[src/rtl/move_scheduler.sv]
`default_nettype none
// ============================================================================
// Module      : move_scheduler
// Description : Debounces the keypad held-key code and issues one registered
//               direction code plus a one-cycle move enable per key press.
//               Optional held-key auto-repeat: define MOVE_SCHEDULER_REPEAT_EN.
// Revision    : 1.0 - initial release
// ============================================================================
module move_scheduler #(
  parameter int DEBOUNCE_CYCLES = 500000,
  parameter int REPEAT_CYCLES   = 25000000
) (
  input  logic       clk_50MHz_i,
  input  logic       rst_async_la_i,
  input  logic       key_valid_i,
  input  logic [3:0] key_code_i,
  output logic [3:0] key_o,
  output logic       enable_move_o,
  output logic [7:0] move_count_o,
  output logic       busy_o
);

`ifdef MOVE_SCHEDULER_REPEAT_EN
  localparam int c_cnt_span = (DEBOUNCE_CYCLES > REPEAT_CYCLES) ? DEBOUNCE_CYCLES
                                                                : REPEAT_CYCLES;
`else
  localparam int c_cnt_span = DEBOUNCE_CYCLES;
`endif
  localparam int c_cnt_w = (c_cnt_span > 1) ? $clog2(c_cnt_span) : 1;
  localparam logic [c_cnt_w-1:0] c_deb_last = c_cnt_w'(DEBOUNCE_CYCLES - 1);
`ifdef MOVE_SCHEDULER_REPEAT_EN
  localparam logic [c_cnt_w-1:0] c_rep_last = c_cnt_w'(REPEAT_CYCLES - 1);
`endif
  localparam logic [c_cnt_w-1:0] c_cnt_one  = c_cnt_w'(1);

  localparam logic [3:0] c_key_up    = 4'h2;
  localparam logic [3:0] c_key_right = 4'h6;
  localparam logic [3:0] c_key_down  = 4'h8;
  localparam logic [3:0] c_key_left  = 4'h4;

  generate
    if (DEBOUNCE_CYCLES < 2 || REPEAT_CYCLES < 2) begin : g_bad_params
      $error("move_scheduler: DEBOUNCE_CYCLES and REPEAT_CYCLES must be >= 2");
    end
  endgenerate

  typedef enum logic [2:0] {
    S_IDLE     = 3'd0,
    S_DEBOUNCE = 3'd1,
    S_FIRE     = 3'd2,
    S_HOLD     = 3'd3,
    S_RELEASE  = 3'd4
  } state_t;

  state_t               r_state;
  state_t               w_state_nxt;
  logic [c_cnt_w-1:0]   r_cnt;
  logic [c_cnt_w-1:0]   w_cnt_nxt;
  logic [3:0]           r_lat;
  logic [3:0]           w_lat_nxt;
  logic [3:0]           r_key;
  logic                 r_enable;
  logic                 r_busy;
  logic [7:0]           r_move_count;
  logic                 w_key_match;
  logic                 w_is_dir;

  assign w_key_match = key_valid_i && (key_code_i == r_lat);
  assign w_is_dir    = (r_lat == c_key_up)   || (r_lat == c_key_right) ||
                       (r_lat == c_key_down) || (r_lat == c_key_left);

  always_ff @(posedge clk_50MHz_i or negedge rst_async_la_i) begin
    if (!rst_async_la_i) begin
      r_state <= S_IDLE;
      r_cnt   <= '0;
      r_lat   <= 4'h0;
    end else begin
      r_state <= w_state_nxt;
      r_cnt   <= w_cnt_nxt;
      r_lat   <= w_lat_nxt;
    end
  end

  always_comb begin
    w_state_nxt = r_state;
    w_cnt_nxt   = r_cnt + c_cnt_one;
    w_lat_nxt   = r_lat;
    case (r_state)
      S_IDLE: begin
        w_cnt_nxt = '0;
        if (key_valid_i) begin
          w_lat_nxt   = key_code_i;
          w_state_nxt = S_DEBOUNCE;
        end
      end
      S_DEBOUNCE: begin
        if (!w_key_match) begin
          w_state_nxt = S_IDLE;
        end else if (r_cnt == c_deb_last) begin
          w_state_nxt = w_is_dir ? S_FIRE : S_HOLD;
        end
      end
      S_FIRE: begin
        w_state_nxt = S_HOLD;
      end
      S_HOLD: begin
        // A different code while held counts as a release of the old key.
        if (!w_key_match) begin
          w_state_nxt = S_RELEASE;
`ifdef MOVE_SCHEDULER_REPEAT_EN
        end else if ((r_cnt == c_rep_last) && w_is_dir) begin
          w_state_nxt = S_FIRE;
`endif
        end
      end
      S_RELEASE: begin
        if (key_valid_i) begin
          w_cnt_nxt = '0;
        end else if (r_cnt == c_deb_last) begin
          w_state_nxt = S_IDLE;
        end
      end
      default: begin
        w_state_nxt = S_IDLE;
      end
    endcase
    if (w_state_nxt != r_state) begin
      w_cnt_nxt = '0;
    end
  end

  // Outputs are decoded from the next state so they align with the state register.
  always_ff @(posedge clk_50MHz_i or negedge rst_async_la_i) begin
    if (!rst_async_la_i) begin
      r_key        <= 4'h0;
      r_enable     <= 1'b0;
      r_busy       <= 1'b0;
      r_move_count <= 8'h00;
    end else begin
      r_enable <= (w_state_nxt == S_FIRE);
      r_busy   <= (w_state_nxt != S_IDLE);
      r_key    <= ((w_state_nxt == S_FIRE) || (w_state_nxt == S_HOLD)) ? w_lat_nxt : 4'h0;
      if ((r_state == S_FIRE) && (r_move_count != 8'hFF)) begin
        r_move_count <= r_move_count + 8'h01;
      end
    end
  end

  assign key_o         = r_key;
  assign enable_move_o = r_enable;
  assign busy_o        = r_busy;
  assign move_count_o  = r_move_count;

endmodule
`default_nettype wire
[config.mk]
export PLATFORM = sky130hd
export DESIGN_NAME = move_scheduler
export DESIGN_NICKNAME = d
export VERILOG_FILES = /design/src/rtl/move_scheduler.sv
export SDC_FILE = /design/constraint.sdc
export NUM_CORES = 1
export LEC_CHECK = 0
export CORE_MARGIN = 4
export CORE_UTILIZATION = 35
export CTS_CLUSTER_DIAMETER = 60
export DETAILED_ROUTE_END_ITERATION = 8
export SYNTH_ARGS = -nofsm -noshare
export SYNTH_HDL_FRONTEND = slang
export SYNTH_SLANG_ARGS = --single-unit
[constraint.sdc]
create_clock -name clk_50MHz_i -period 2.25 [get_ports clk_50MHz_i]
set_input_delay 0.45 -clock clk_50MHz_i [delete_from_list [all_inputs] [get_ports clk_50MHz_i]]
set_output_delay 0.45 -clock clk_50MHz_i [all_outputs]
set_load 0.1 [all_outputs]
==> flow_metrics.env <==
export IMPL_outcome="completed"
export IMPL_max_stage_delay_ns=0.52
export IMPL_drc=0
export IMPL_async_flop_share_pct=100
export IMPL_leakage_nw=1.03
export IMPL_syn_cell_area_sq_mm=0.00188
export IMPL_ant_nets=0
export IMPL_cts_clk_slew_worst_paths_ns=0.08
export IMPL_drive_above_1_share_pct=22.7
export IMPL_path_buf_inv=0
export IMPL_grt_max_degree=20
export IMPL_post_synth_top_area_cell="dfrtp_1"
export IMPL_grt_pass1_vias=1370
export IMPL_synth_cells=173
export IMPL_crit_type="register to register"
export IMPL_initial_utilization_pct=36.5
export IMPL_tightest_slew_ns=0.410
export IMPL_coreArea_sq_mm=0.00514
export IMPL_synth_nets=182
export IMPL_first_iter_violations=59
export IMPL_cp_endpoint="busy_o"
export IMPL_p_seq_share_pct=50.0
export IMPL_yosysMostFrequentCell="dfrtp_1"
export IMPL_holdWs_ns=0.498
export IMPL_cp_arrival_ns=2.38
export IMPL_multiInputGateArea_sq_um=861
export IMPL_antenna_found_initial=0
export IMPL_yosys_top_cells_count="40 x dfrtp_1, 20 x nor2_1, 16 x xnor2_1"
export IMPL_hold_class="input port to async pin"
export IMPL_final_nets=219
export IMPL_clk_path_buf_depth=2
export IMPL_io_buffers=20
export IMPL_finalSetupViolCount=0
export IMPL_combPwrFrac_pct=8.8
export IMPL_max_freq_mhz=452
export IMPL_slowest_stage="or4b_1"
export IMPL_rr_endpoint="busy_o"
export IMPL_area_growth_pct=25.9
export IMPL_routed_via_density=4.88
export IMPL_cp_end_kind="register"
export IMPL_vias=1372
export IMPL_track_usage_pct=12.9
export IMPL_wl_per_cell_microns=12.9
export IMPL_slew_headroom_pct=72.3
export IMPL_p_int_mw=1.16
export IMPL_seq_area_sq_mm=0.00100
export IMPL_yosysSeqAreaShare_pct=53.3
export IMPL_crit_start="r_cnt[7]"
export IMPL_tritoncts="built"
export IMPL_rows=26
export IMPL_worst_r2r_cell_count=5
export IMPL_ys_seq_elements=40
export IMPL_fin_crit_sh_pct=98.3
export IMPL_synth_top_flop_cell="dfrtp_1"
export IMPL_final_setup_skew_ns=0.00954
export IMPL_fill_cells=525
export IMPL_peakVddDrop_mv=0.252
export IMPL_p_clk_share_pct=41.2
export IMPL_cts_max_level=2
export IMPL_ff2ff_setup_slack_ns=0.04
export IMPL_die_w_microns=81.3
export IMPL_p_sw_mw=0.347
export IMPL_cts_sinks=40
export IMPL_required_ns=2.42
export IMPL_ys_types=33
export IMPL_first_pass_iters=4
export IMPL_finalWirelength_microns=3630
export IMPL_die_y_microns=81.3
export IMPL_grt_pass1_wl_microns=6390
export IMPL_crit_family="simple AND/OR/NAND/NOR gates"
export IMPL_cts_buffers=5
export IMPL_ios=21
export IMPL_period_minus_slack_ns=2.21
export IMPL_r2r_start="r_cnt[7]"
export IMPL_maxCapViolations=0
export IMPL_worst_setup_path_start_kind="register"
export IMPL_synth_area_leaders="dfrtp_1 53%, xnor2_1 7.5%, xor2_1 6.1%"
export IMPL_cts_root_buffer="clkbuf_8"
export IMPL_dp_hpwl_microns=2610
export IMPL_yosys_warnings=0
export IMPL_pre_cts_slack_ns=-0.0379
export IMPL_die_area_sq_mm=0.00660
export IMPL_swShare_pct=23.1
export IMPL_synth_edf_count=0
export IMPL_diodes=0
export IMPL_cp_depth=5
export IMPL_worst_path_max_fanout=4
export IMPL_postCtsSetupBuffers=0
export IMPL_layout_setup_ws_ns=0.0375
export IMPL_final_max_slew_violation_count=0
export IMPL_grt_overflow=0
export IMPL_power_mw=1.50
export IMPL_path_cells="or4b_1, or4_4, nor3b_2, o21ai_1, or3b_1"
export IMPL_synth_top_area_share_pct=53.3
export IMPL_finalWeightedCongestion=0.856
export IMPL_clk_latency_ns=0.30
export IMPL_hold_viol=0
export IMPL_power_density_mw_per_mm2=636
export IMPL_synth_avg_cell_area_sq_um=10.9
cell type report:
type	count	share of cell area, %
clock buffer	6	3.49
sequential	40	42.4
timing repair buffer	33	11.5
tap	70	3.70
multi-input combinational	125	36.4
inverter	5	0.794
clock inverter	2	1.64
worst min path at each step:
| stage | from | endpoint | slack (ns) | cells past startpoint |
|---|---|---|---|---|
| 2_1_floorplan | rst_async_la_i | busy_o | 0.15 | 0 |
| 3_3_place_gp | rst_async_la_i | move_count_o[3] | 0.29 | 1 |
| 3_5_place_dp | rst_async_la_i | move_count_o[3] | 0.29 | 1 |
| 4_1_cts | rst_async_la_i | move_count_o[1] | 0.49 | 2 |
| 5_1_grt | rst_async_la_i | move_count_o[0] | 0.53 | 2 |
| 6_report | rst_async_la_i | move_count_o[0] | 0.50 | 2 |
worst register-to-register path: cells and delay by family (launching register included):
| kind | cells | cell delay [ns] |
|---|---|---|
| compound gates | 1 | 0.12 |
| flops | 1 | 0.38 |
| simple gates | 4 | 1.59 |
sequential cells by signal (all words and copies together) (netlist names):
register       cells
r_state            3
move_count_o       8
busy_o             1
enable_move_o      1
key_o              4
r_cnt             19
r_lat              4
power groups by stage:
stage | sequential [mW] | combinational [mW] | clock [mW]
floorplan | 0.783 | 0.0572 | 0
global placement | 0.766 | 0.130 | 0
detailed placement | 0.766 | 0.131 | 0
CTS | 0.752 | 0.133 | 0.644
global route | 0.755 | 0.146 | 0.665
finish | 0.752 | 0.132 | 0.619
stage by stage:
stage	instance area [sq um]	std cells	utilization (%)	setup TNS, ns
finish	2360	281	46.0	0
global route	2360	281	46.0	-0.00826
global placement	2220	272	43.2	-0.425
CTS	2360	281	45.9	0
floorplan	1880	173	-	0
detailed placement	2220	272	43.2	-0.121
cells by family (layout without fill, tap and decap cells):
| family | Yosys count | after routing | share of synthesized area (%) |
|---|---|---|---|
| AO/OA/AOI/OAI | 10 | 10 | 4.46 |
| buffers and inverters | 8 | 46 | 1.60 |
| flip-flops | 40 | 40 | 53.3 |
| AND/OR/NAND/NOR | 79 | 79 | 22.8 |
| XOR/XNOR | 29 | 29 | 13.5 |
| multiplexers | 5 | 5 | 3.00 |
| adder cells (fa/ha/maj) | 2 | 2 | 1.33 |
layer usage:
| metal | vias up | part of all wire [%] | global-route usage [%] | routed length [microns] |
|---|---|---|---|---|
| li1 | 674 | - | - | - |
| met1 | 671 | 49 | 17.6 | 1790 |
| met2 | 19 | 45 | 19.1 | 1630 |
| met3 | 8 | 3.3 | 2.66 | 118 |
| met4 | 0 | 2.5 | 6.59 | 89 |
| met5 | - | 0 | 0 | 0 |
cells in the final DEF, fill, tap and decap left out, drive strengths merged, types with 2 or more instances in the layout:
cell,instances
and3,3
nor3b,3
nor2b,6
dfrtp,40
inv,5
clkdlybuf4s50,5
xnor2,16
nor2,20
a211o,2
clkbuf,6
nand3,12
o21ai,2
nand2,8
xor2,13
mux2,5
ha,2
nor3,11
nand4,5
buf,27
and4,4
repair_timing:
action | in CTS | in global routing
endpoints found under the hold margin | 5 | 0
gates resized for setup | 1 | 1
setup endpoints to repair | 5 | 1
pin swaps | 1 | 1
hold buffers | 1 | 0
gates cloned | 0 | 0
No activity file was read; power rests on OpenSTA's default activity.
